## src/rtl/text_buffer_ctrl.sv

```systemverilog
// Text-buffer controller: working text array with cursor, wrap/newline/backspace,
// multi-cycle scroll and clear, and a shadow copy committed only at frame start.

module text_buffer_row #(
  parameter int          ROW_SIZE   = 10,
  parameter logic [7:0]  CODE_BLANK = 8'd0
) (
  input  logic                     i_clk,
  input  logic                     i_rst,
  input  logic                     i_wr,
  input  logic [3:0]               i_col,
  input  logic [7:0]               i_code,
  input  logic [3:0]               i_cnt,
  input  logic                     i_load,
  input  logic [ROW_SIZE-1:0][7:0] i_load_cells,
  input  logic [3:0]               i_load_cnt,
  input  logic                     i_blank,
  output logic [ROW_SIZE-1:0][7:0] o_cells,
  output logic [3:0]               o_cnt
);
  // Blank wins over load, load wins over a cell write; only one is ever active.
  always_ff @(posedge i_clk or posedge i_rst) begin
    if (i_rst) begin
      o_cells <= {ROW_SIZE{CODE_BLANK}};
      o_cnt   <= 4'd0;
    end else if (i_blank) begin
      o_cells <= {ROW_SIZE{CODE_BLANK}};
      o_cnt   <= 4'd0;
    end else if (i_load) begin
      o_cells <= i_load_cells;
      o_cnt   <= i_load_cnt;
    end else if (i_wr) begin
      o_cells[i_col] <= i_code;
      o_cnt          <= i_cnt;
    end
  end
endmodule

module text_buffer_ctrl #(
  parameter int         ROW_CNT    = 3,
  parameter int         ROW_SIZE   = 10,
  parameter logic [7:0] CODE_BLANK = 8'd0,
  parameter logic [7:0] CODE_NL    = 8'd253,
  parameter logic [7:0] CODE_BS    = 8'd254,
  parameter logic [7:0] CODE_CLR   = 8'd255
) (
  input  logic                                   i_clk,
  input  logic                                   i_rst,
  input  logic                                   i_valid,
  output logic                                   o_ready,
  input  logic [7:0]                             i_code,
  input  logic                                   i_frame_start,
  output logic [ROW_CNT-1:0][3:0]                o_letter_cnt,
  output logic [ROW_CNT-1:0][ROW_SIZE-1:0][7:0]  o_letters,
  output logic [1:0]                             o_cursor_row,
  output logic [3:0]                             o_cursor_col,
  output logic                                   o_dirty
);
  localparam int         SW        = (ROW_CNT > 1) ? $clog2(ROW_CNT) : 1;
  localparam logic [SW-1:0] LAST_STEP = SW'(ROW_CNT-1);
  localparam logic [1:0] LAST_ROW  = 2'(ROW_CNT-1);
  localparam logic [3:0] LAST_COL  = 4'(ROW_SIZE-1);

  localparam logic [1:0] S_IDLE   = 2'd0;
  localparam logic [1:0] S_SCROLL = 2'd1;
  localparam logic [1:0] S_CLEAR  = 2'd2;

  logic [1:0]                            state, nxt_state;
  logic [SW-1:0]                         step;
  logic [1:0]                            row, nxt_row, row_m1;
  logic [3:0]                            col, nxt_col, col_m1, prev_cnt;
  logic [ROW_CNT-1:0][ROW_SIZE-1:0][7:0] work;
  logic [ROW_CNT-1:0][3:0]               cnt_arr;

  logic       accept, commit, set_dirty;
  logic       tgt_en;
  logic [1:0] tgt_row;
  logic [3:0] tgt_col, tgt_cnt;
  logic [7:0] tgt_code;

  assign o_ready      = (state == S_IDLE);
  assign accept       = i_valid & o_ready;
  assign commit       = i_frame_start & o_ready & o_dirty;
  assign o_cursor_row = row;
  assign o_cursor_col = col;
  assign row_m1       = row - 2'd1;
  assign col_m1       = col - 4'd1;
  assign prev_cnt     = cnt_arr[row_m1];

  always_comb begin
    nxt_state = state;
    nxt_row   = row;
    nxt_col   = col;
    set_dirty = 1'b0;
    tgt_en    = 1'b0;
    tgt_row   = row;
    tgt_col   = col;
    tgt_code  = i_code;
    tgt_cnt   = col + 4'd1;
    case (state)
      S_IDLE: if (accept) begin
        if (i_code == CODE_CLR) begin
          nxt_state = S_CLEAR;
          nxt_row   = 2'd0;
          nxt_col   = 4'd0;
          set_dirty = 1'b1;
        end else if (i_code == CODE_NL) begin
          set_dirty = 1'b1;
          nxt_col   = 4'd0;
          if (row < LAST_ROW) nxt_row = row + 2'd1;
          else                nxt_state = S_SCROLL;
        end else if (i_code == CODE_BS) begin
          if (col != 4'd0) begin
            set_dirty = 1'b1;
            tgt_en    = 1'b1;
            tgt_col   = col_m1;
            tgt_code  = CODE_BLANK;
            tgt_cnt   = col_m1;
            nxt_col   = col_m1;
          end else if (row != 2'd0) begin
            // Step back to the end of the previous row's text, eating its last letter.
            set_dirty = 1'b1;
            nxt_row   = row_m1;
            nxt_col   = 4'd0;
            if (prev_cnt != 4'd0) begin
              tgt_en   = 1'b1;
              tgt_row  = row_m1;
              tgt_col  = prev_cnt - 4'd1;
              tgt_code = CODE_BLANK;
              tgt_cnt  = prev_cnt - 4'd1;
              nxt_col  = prev_cnt - 4'd1;
            end
          end
        end else begin
          set_dirty = 1'b1;
          tgt_en    = 1'b1;
          if (col == LAST_COL) begin
            nxt_col = 4'd0;
            if (row < LAST_ROW) nxt_row = row + 2'd1;
            else                nxt_state = S_SCROLL;
          end else begin
            nxt_col = col + 4'd1;
          end
        end
      end
      S_SCROLL: if (step == LAST_STEP) begin
        nxt_state = S_IDLE;
        nxt_row   = LAST_ROW;
        nxt_col   = 4'd0;
      end
      S_CLEAR: if (step == LAST_STEP) nxt_state = S_IDLE;
      default: nxt_state = S_IDLE;
    endcase
  end

  always_ff @(posedge i_clk or posedge i_rst) begin
    if (i_rst) begin
      state   <= S_IDLE;
      step    <= '0;
      row     <= 2'd0;
      col     <= 4'd0;
      o_dirty <= 1'b0;
    end else begin
      state   <= nxt_state;
      step    <= (state == S_IDLE) ? '0 : step + SW'(1);
      row     <= nxt_row;
      col     <= nxt_col;
      o_dirty <= (o_dirty & ~commit) | set_dirty;
    end
  end

  // Shadow only moves on a commit, so the display sees whole frames of text.
  always_ff @(posedge i_clk or posedge i_rst) begin
    if (i_rst) begin
      o_letters    <= {(ROW_CNT*ROW_SIZE){CODE_BLANK}};
      o_letter_cnt <= '0;
    end else if (commit) begin
      o_letters    <= work;
      o_letter_cnt <= cnt_arr;
    end
  end

  for (genvar r = 0; r < ROW_CNT; r++) begin : g_row
    logic [ROW_SIZE-1:0][7:0] src_cells;
    logic [3:0]               src_cnt;
    logic                     wr, ld, blk;

    if (r < ROW_CNT-1) begin : g_src
      assign src_cells = work[r+1];
      assign src_cnt   = cnt_arr[r+1];
    end else begin : g_last
      assign src_cells = '0;
      assign src_cnt   = 4'd0;
    end

    assign wr  = tgt_en && (tgt_row == 2'(r));
    assign ld  = (state == S_SCROLL) && (step == SW'(r)) && (r < ROW_CNT-1);
    assign blk = ((state == S_CLEAR) && (step == SW'(r))) ||
                 ((state == S_SCROLL) && (step == LAST_STEP) && (r == ROW_CNT-1));

    text_buffer_row #(.ROW_SIZE(ROW_SIZE), .CODE_BLANK(CODE_BLANK)) u_row (
      .i_clk        (i_clk),
      .i_rst        (i_rst),
      .i_wr         (wr),
      .i_col        (tgt_col),
      .i_code       (tgt_code),
      .i_cnt        (tgt_cnt),
      .i_load       (ld),
      .i_load_cells (src_cells),
      .i_load_cnt   (src_cnt),
      .i_blank      (blk),
      .o_cells      (work[r]),
      .o_cnt        (cnt_arr[r])
    );
  end
endmodule

```

## config.mk

```make
export PLATFORM = sky130hd
export DESIGN_NAME = text_buffer_ctrl
export DESIGN_NICKNAME = d
export VERILOG_FILES = /design/src/rtl/text_buffer_ctrl.sv
export SDC_FILE = /design/constraint.sdc
export NUM_CORES = 1
export LEC_CHECK = 0
export BUFFER_PORTS_ARGS = -buffer_cell sky130_fd_sc_hd__buf_2
export CAP_MARGIN = 10
export CORE_ASPECT_RATIO = 1.75
export CORE_MARGIN = 2
export CORE_UTILIZATION = 65
export CTS_BUF_LIST = sky130_fd_sc_hd__clkbuf_8
export DETAILED_ROUTE_END_ITERATION = 7
export PLACE_DENSITY = 0.88
export SLEW_MARGIN = 15
export SYNTH_ARGS = -nofsm -noshare
export SYNTH_HDL_FRONTEND = slang
export SYNTH_SLANG_ARGS = --single-unit
```

## constraint.sdc

```tcl
create_clock -name i_clk -period 28.9 [get_ports i_clk]
set_input_delay 2.89 -clock i_clk [delete_from_list [all_inputs] [get_ports i_clk]]
set_output_delay 2.89 -clock i_clk [all_outputs]
set_load 0.01 [all_outputs]
```

==> results of run 1 <==
-- cell usage after synthesis (3+ instances only) --
master	number	area, µm²
sky130_fd_sc_hd__a211oi_1	19	142.6
sky130_fd_sc_hd__a211oi_2	4	50.05
sky130_fd_sc_hd__a21o_1	5	37.54
sky130_fd_sc_hd__a21oi_1	113	565.5
sky130_fd_sc_hd__a21oi_2	9	78.83
sky130_fd_sc_hd__a221o_1	3	30.03
sky130_fd_sc_hd__a22o_1	21	183.9
sky130_fd_sc_hd__a311oi_1	42	367.9
sky130_fd_sc_hd__a31oi_1	7	43.79
sky130_fd_sc_hd__a31oi_2	3	37.54
sky130_fd_sc_hd__a31oi_4	5	106.4
sky130_fd_sc_hd__and2_1	17	106.4
sky130_fd_sc_hd__and3_1	10	62.56
sky130_fd_sc_hd__buf_1	8	30.03
sky130_fd_sc_hd__buf_2	23	115.1
sky130_fd_sc_hd__buf_4	9	67.56
sky130_fd_sc_hd__clkbuf_1	112	420.4
sky130_fd_sc_hd__dfrtp_1	515	12890
sky130_fd_sc_hd__ha_1	12	150.1
sky130_fd_sc_hd__inv_1	16	60.06
sky130_fd_sc_hd__mux2_1	7	78.83
sky130_fd_sc_hd__mux2_2	378	4257
sky130_fd_sc_hd__mux2i_1	29	290.3
sky130_fd_sc_hd__nand2_1	225	844.6
sky130_fd_sc_hd__nand3_1	42	210.2
sky130_fd_sc_hd__nand4_1	36	225.2
sky130_fd_sc_hd__nor2_1	28	105.1
sky130_fd_sc_hd__nor2b_1	6	37.54
sky130_fd_sc_hd__nor3_1	3	15.01
sky130_fd_sc_hd__nor3b_1	4	30.03
sky130_fd_sc_hd__nor4_4	3	63.81
sky130_fd_sc_hd__o21ai_0	158	790.8
sky130_fd_sc_hd__o21ai_1	3	15.01
sky130_fd_sc_hd__o2bb2ai_1	5	43.79
sky130_fd_sc_hd__o31ai_1	37	277.8
sky130_fd_sc_hd__o32a_1	4	40.04
sky130_fd_sc_hd__or2_2	4	25.02
sky130_fd_sc_hd__or3_1	3	18.77
sky130_fd_sc_hd__xnor2_1	3	26.28
-- layer usage --
layer | share of wire, % | up-vias
met1 | 34 | 9027
met4 | 8.8 | 0
met2 | 49 | 1268
met3 | 8.2 | 355
met5 | 0 | -
li1 | - | 7638
-- power groups by stage --
stage | Clock (mW) | Sequential, mW | Combinational [mW]
finish | 0.598 | 1.19 | 1.13
global route | 0.630 | 1.20 | 1.20
CTS | 0.599 | 1.17 | 1.11
detailed placement | 0 | 1.18 | 1.10
global placement | 0 | 1.17 | 1.06
floorplan | 0 | 1.14 | 0.706
-- stage by stage --
stage	hold slack [ns]	area (µm²)	utilization (%)	setup slack (ns)	power, mW
6_report	0.4683	26470	74.98	22.67	2.915
3_3_place_gp	0.4435	24930	70.63	22.28	2.229
5_1_grt	0.4808	26470	74.98	22.54	3.027
3_5_place_dp	0.4583	24930	70.64	22.13	2.280
2_1_floorplan	0.4242	23330	-	11.63	1.846
4_1_cts	0.4672	26460	74.96	22.78	2.885
-- logic make-up after synthesis --
group                      after synthesis  share of synthesized area (%)
adders and majority gates               12                         0.6434
xor gates and xnor gates                 3                         0.1126
AOI/OAI and AO/OA                      458                          13.00
buffers and inverters                  171                          3.051
DFF                                    515                          55.23
and+or+nand+nor                        399                          8.140
muxes                                  414                          19.82
-- placed cells by master (no fill, tap or decap), drive strengths merged, types with 5 or more instances in the layout --
cell     count
buf        300
a31oi       15
inv         39
dfrtp      515
and3        10
and2        19
nor2b        6
a21o         5
nor2        30
o21ai      161
mux2i       29
o2bb2ai      5
mux2       385
ha          12
a21oi      122
o31ai       39
a22o        21
nand2      226
nand4       37
nor4         5
nand3       43
clkbuf      97
a211oi      23
a311oi      42
-- critical path: stages --
cell and delay (ns):
sky130_fd_sc_hd__buf_2 0.24, sky130_fd_sc_hd__nand4b_4 0.27, sky130_fd_sc_hd__or3_1 0.50, sky130_fd_sc_hd__a2111oi_4 0.60, sky130_fd_sc_hd__a221o_2 0.41, sky130_fd_sc_hd__and3_1 1.03
sky130_fd_sc_hd__a31oi_4 0.38, sky130_fd_sc_hd__mux2_2 0.40
-- cell type report --
| class | count | area, µm² |
|---|---|---|
| sequential | 515 | 12890 |
| multi-input combinational | 1286 | 9817 |
| fill | 2196 | 8831 |
| timing repair buffer | 300 | 1578 |
| clock buffer | 97 | 1335 |
| tap | 465 | 581.8 |
| clock inverter | 28 | 191.4 |
| inverter | 18 | 75.07 |
-- flip-flops by register name (all words and copies together), names as in the netlist --
| name | count |
|---|---|
| o_letter_cnt | 12 |
| step | 2 |
| g_row.u_row.o_cells | 240 |
| o_letters | 240 |
| g_row.u_row.o_cnt | 12 |
| o_cursor_col | 4 |
| o_cursor_row | 2 |
| state | 2 |
| o_dirty | 1 |
-- final timing paths --
kind / start / depth (start not counted) / endpoint / slack (ns)
max in group asynchronous: i_rst / 5 / o_letters[187] / 23.28
max reg2reg: o_cursor_row[0] / 13 / g_row[0].u_row.o_cells[22] / 22.91
min: step[0] / 1 / step[0] / 0.47
min reg2reg: step[0] / 1 / step[0] / 0.47
max: i_code[0] / 8 / g_row[0].u_row.o_cells[22] / 22.67
min in group asynchronous: i_rst / 2 / g_row[0].u_row.o_cells[72] / 2.41
==> out/summary.txt, run 1 <==
GR Util met2 -> 64.01%
TritonCTS buffer count -> 72
Setup Total Neg Slack -> 0 ns
Core Area -> 35,300 µm²
kind of end point of the critical path -> register
met1 routing resource usage after global routing -> 45.23%
data required time of the worst path -> 29.42 ns
Worst IR Drop VDD -> 0.06912 mV
Cell variety after synth -> 69
share of final-layout standard cells stronger than drive strength 1 -> 37.52%
overall die width -> 147.2 µm
part of the total power dissipated in sequential elements -> 40.7%
number of global-route vias before repair -> 18,340
pwr dens -> 110.1 nW/µm²
number of setup violations in the final report -> 0
clock buffer depth -> 3
status -> complete, no violations
overall overflow remaining after global route -> 0
warning count from the yosys run -> 0
leakage power -> 13.11 nW
Worst Max-Slew Pin Slew -> 1.246 ns
number of nets in the final layout -> 2,217
number of nets with antenna violations after routing -> 0
mean instance size in the synthesized netlist -> 11.83 µm²
critical path data arrival time -> 6.75 ns
growth of design area from synthesis to finish -> 13.42%
clock tree from TritonCTS -> built
H-Tree Level Count -> 3
pin count of the biggest net entering global routing -> 135
synthesized netlist net count -> 1,996
min Tclk post-route -> 6.231 ns
final worst-path cycle share -> 21.56%
non-filler cells in the finished layout -> 2,709
Clock power frac -> 20.5%
achievable frequency -> 160.5 MHz
I/O Pins -> 272
Overall Global Routing Usage -> 38.54%
most heavily used metal layer in global routing -> met2
RSZ-0062 raised after global routing -> false
largest fanout of any net on the critical path -> 24
first-pass GRT wire length -> 109,400 µm
DRC violations left -> 0
Gate Count Post-Synth -> 1,972
number of enable flip-flop cells after synthesis -> 0
Inserted Diodes -> 0
Worst-path clk slew -> 0.07 ns
height of the die -> 254.6 µm
GP Congestion -> 1.018
final count of hold timing violations -> 0
Critical Setup Path Class -> input port to register
Die ar. -> 37,490 µm²
initial antenna violation count -> 0
detailed-route wire length per cell -> 26.69 µm
switching power as a share of total power -> 41.16%
post-detailed-placement half-perimeter wirelength -> 50,130 µm
Routed Wire Length -> 72,290 µm
final slew viol count -> 0
post-synthesis register bit count -> 515
initial cell density of the core -> 66.11%
number of rows created at floorplan -> 91
Global Route met3 Usage -> 6.458%
Post-CTS Hold Fix Bufs -> 0
combinational cell fraction of total power -> 38.8%
placed cells -> 2,584
Worst Setup Start Kind -> input port
internal power consumption -> 1.715 mW
setup clock skew after layout -> 0.03656 ns
fraction of registers with async set/reset -> 100.0%
via count normalized by instance count -> 6.751
Cell Area, Synth -> 23,330 µm²
detailed-routing iteration count for the pre-antenna-repair pass -> 6
number of max-capacitance violations reported -> 0
number of design-rule violations left by the first detailed-router iteration -> 2,599
predominant post-synthesis flop cell -> sky130_fd_sc_hd__dfrtp_1
insertion delay to the later sink of the worst-skew pair -> 0.65 ns
switching power -> 1.200 mW
number of cells upsized or downsized after cts -> 0
sequential share of the synthesized area -> 55.23%
count of port buffers added during placement -> 271
Num Clock Sinks -> 515
cell at the root of the clock tree -> sky130_fd_sc_hd__clkbuf_8
vias -> 18,290
total setup buffers inserted after CTS -> 0
HP Class -> register to register
slew margin rel. -> 16.96%
Power figures use the tool's default switching activity.
==> inputs of run 2 (changes only) <==
CORE_UTILIZATION = 55   (was 65)
PLACE_DENSITY = 0.79   (was 0.88)
clock period = 5.5 ns   (was 28.9 ns; I/O delays follow)
==> run 2 against run 1 <==
Sequential share of layout area decreased by 0.22 points. Non-clock buffer count increased by 9. Final cell count increased by 3.6%. Register-to-register slack got worse by 23 ns. Clock skew increased by 0.0069 ns. Flip-flop and latch count unchanged. Hold slack got worse by 0.45 ns. Setup slack got worse by 22 ns. Routed wire length decreased by 4.2%. Critical path depth increased by 6. Cell area increased by 0.44%.
==> out/summary.txt, run 2 (synthesis gave the netlist of run 1 again) <==
number of nets in the final layout -> 2,225
RSZ-0062 raised after global routing -> false
final slew viol count -> 0
worst stage delay on the critical path -> 0.67 ns
cell at the root of the clock tree -> sky130_fd_sc_hd__clkbuf_8
detailed-routing iteration count for the pre-antenna-repair pass -> 6
routed length on met2 -> 34,080 µm
clock buffer depth -> 3
number of global-route vias before repair -> 17,850
overall die width -> 159.7 µm
Worst-path clk slew -> 0.06 ns
Num Clock Sinks -> 515
final worst-path cycle share -> 93.26%
Post-CTS Hold Fix Bufs -> 0
Worst Setup Start Kind -> register
Die ar. -> 44,150 µm²
height of the die -> 276.5 µm
Cell Chain, Critical Path -> inv_2 > ha_1 > mux2i_1 > mux2i_1 > inv_1 > ha_1 > inv_1 > a211oi_2 > a211oi_1 > o211ai_1 > and2_2 > buf_4 > and3_1 > a311oi_1
fin area -> 26,580 µm²
Routed met3 length -> 4722 µm
top routing layer in use -> met4
Core Area -> 41,740 µm²
Power, Total -> 14.99 mW
GP Congestion -> 0.9900
number of design-rule violations left by the first detailed-router iteration -> 1,657
Critical Setup Path Class -> register to register
initial cell density of the core -> 55.90%
leading cell types in the layout, fill and taps excluded -> sky130_fd_sc_hd__dfrtp_1, sky130_fd_sc_hd__mux2_2, sky130_fd_sc_hd__buf_2
pwr dens -> 564.0 nW/µm²
largest fanout of any net on the critical path -> 21
achievable frequency -> 195.0 MHz
cell with the largest stage delay on the worst path -> sky130_fd_sc_hd__dfrtp_1
Overall Global Routing Usage -> 31.26%
number of rows created at floorplan -> 99
Worst IR Drop VDD -> 0.3290 mV
H-Tree Level Count -> 3
via count normalized by instance count -> 6.265
leakage power -> 13.14 nW
number of max-capacitance violations reported -> 0
setup clock skew after layout -> 0.04350 ns
worst setup slack after layout -> 0.3706 ns
status -> complete, no violations
Placement Setup Slack -> 0.4232 ns
DRC violations left -> 0
leading cell type in the layout, fill and taps excluded -> sky130_fd_sc_hd__dfrtp_1
Worst Max-Slew Pin Slew -> 1.084 ns
Setup Total Neg Slack -> 0 ns
biggest regs -> g_row.u_row.o_cells (240), o_letters (240)
growth of design area from synthesis to finish -> 13.93%
final count of hold timing violations -> 0
data required time of the worst path -> 5.98 ns
kind of end point of the critical path -> register
routed metal-1 wirelength -> 24,790 µm
number of setup violations in the final report -> 0
detailed-route wire length per cell -> 24.66 µm
number of nets with antenna violations after routing -> 0
TritonCTS buffer count -> 71
slew margin rel. -> 27.57%
post-detailed-placement half-perimeter wirelength -> 50,360 µm
first-pass GRT wire length -> 106,200 µm
critical path data arrival time -> 5.61 ns
pin count of the biggest net entering global routing -> 189
Routed Wire Length -> 69,230 µm
HP Class -> input port to async pin
initial antenna violation count -> 1
overall overflow remaining after global route -> 0
I/O Pins -> 272
non-filler cells in the finished layout -> 2,807
clock tree from TritonCTS -> built
min Tclk post-route -> 5.129 ns
placed cells -> 2,683
total placed instance area -> 25,160 µm²
count of port buffers added during placement -> 271
share of final-layout standard cells stronger than drive strength 1 -> 37.23%
fillcell total -> 3,223
insertion delay to the later sink of the worst-skew pair -> 0.66 ns
final core utilization -> 63.68%
vias -> 17,590
Fin Hold WS -> 0.01347 ns
-- run 2: cell types whose count changed in the layout (fill, tap and decap cells not counted), sizes merged --
cell / delta
clkbuf: -13
inv: +7
clkinv: +4
diode: +1
buf: +9
-- run 2: report_power, final --
part / switching (mW) / internal [mW]
clock: 1.46 / 1.50
combinational: 3.50 / 2.33
sequential: 1.16 / 5.04
total: 6.12 / 8.87
-- run 2: worst paths after layout --
| path | endpoint | from | cells past startpoint | slack (ns) |
|---|---|---|---|---|
| max reg2reg | g_row[1].u_row.o_cells[68] | o_cursor_row[0] | 14 | 0.37 |
| max | g_row[1].u_row.o_cells[68] | o_cursor_row[0] | 14 | 0.37 |
| min reg2reg | step[0] | step[0] | 1 | 0.46 |
| min | o_letters[51] | i_rst | 2 | 0.01 |
| min in group i_clk | o_dirty | i_frame_start | 3 | 0.22 |
| max in group asynchronous | o_letters[222] | i_rst | 3 | 4.03 |
-- run 2: critical path, delay by kind of cell, from the launching register on --
kind / cells / cell delay (ns)
compound gates: 4 / 1.30
fa+ha+maj: 2 / 0.94
simple gates: 2 / 0.91
buf+inv: 4 / 0.79
flops: 1 / 0.67
mux: 2 / 0.38
-- run 2: area by class of cell --
class                   count  area (µm²)  share of cell area (%)
diodes                      1       2.502                0.009414
clock buffers              84        1156                   4.349
clock inverters            39       261.5                  0.9837
inverters                  18       71.32                  0.2683
multi-input cells        1286        9806                   36.89
flip-flops and latches    515       12890                   48.48
well taps                 555       694.4                   2.612
repair buffers            309        1704                   6.411
-- run 2: repair_timing --
action,4_1_cts,5_1_grt
gates resized for setup,0,0
setup buffers,0,0
setup endpoints to repair,0,3
-- run 2: metal layers --
metal / vias to the layer above / GRT usage [%]
met3: 275 / 4.635
met5: - / 0
li1: 7646 / -
met2: 966 / 52.21
met1: 8698 / 36.83
met4: 0 / 22.40
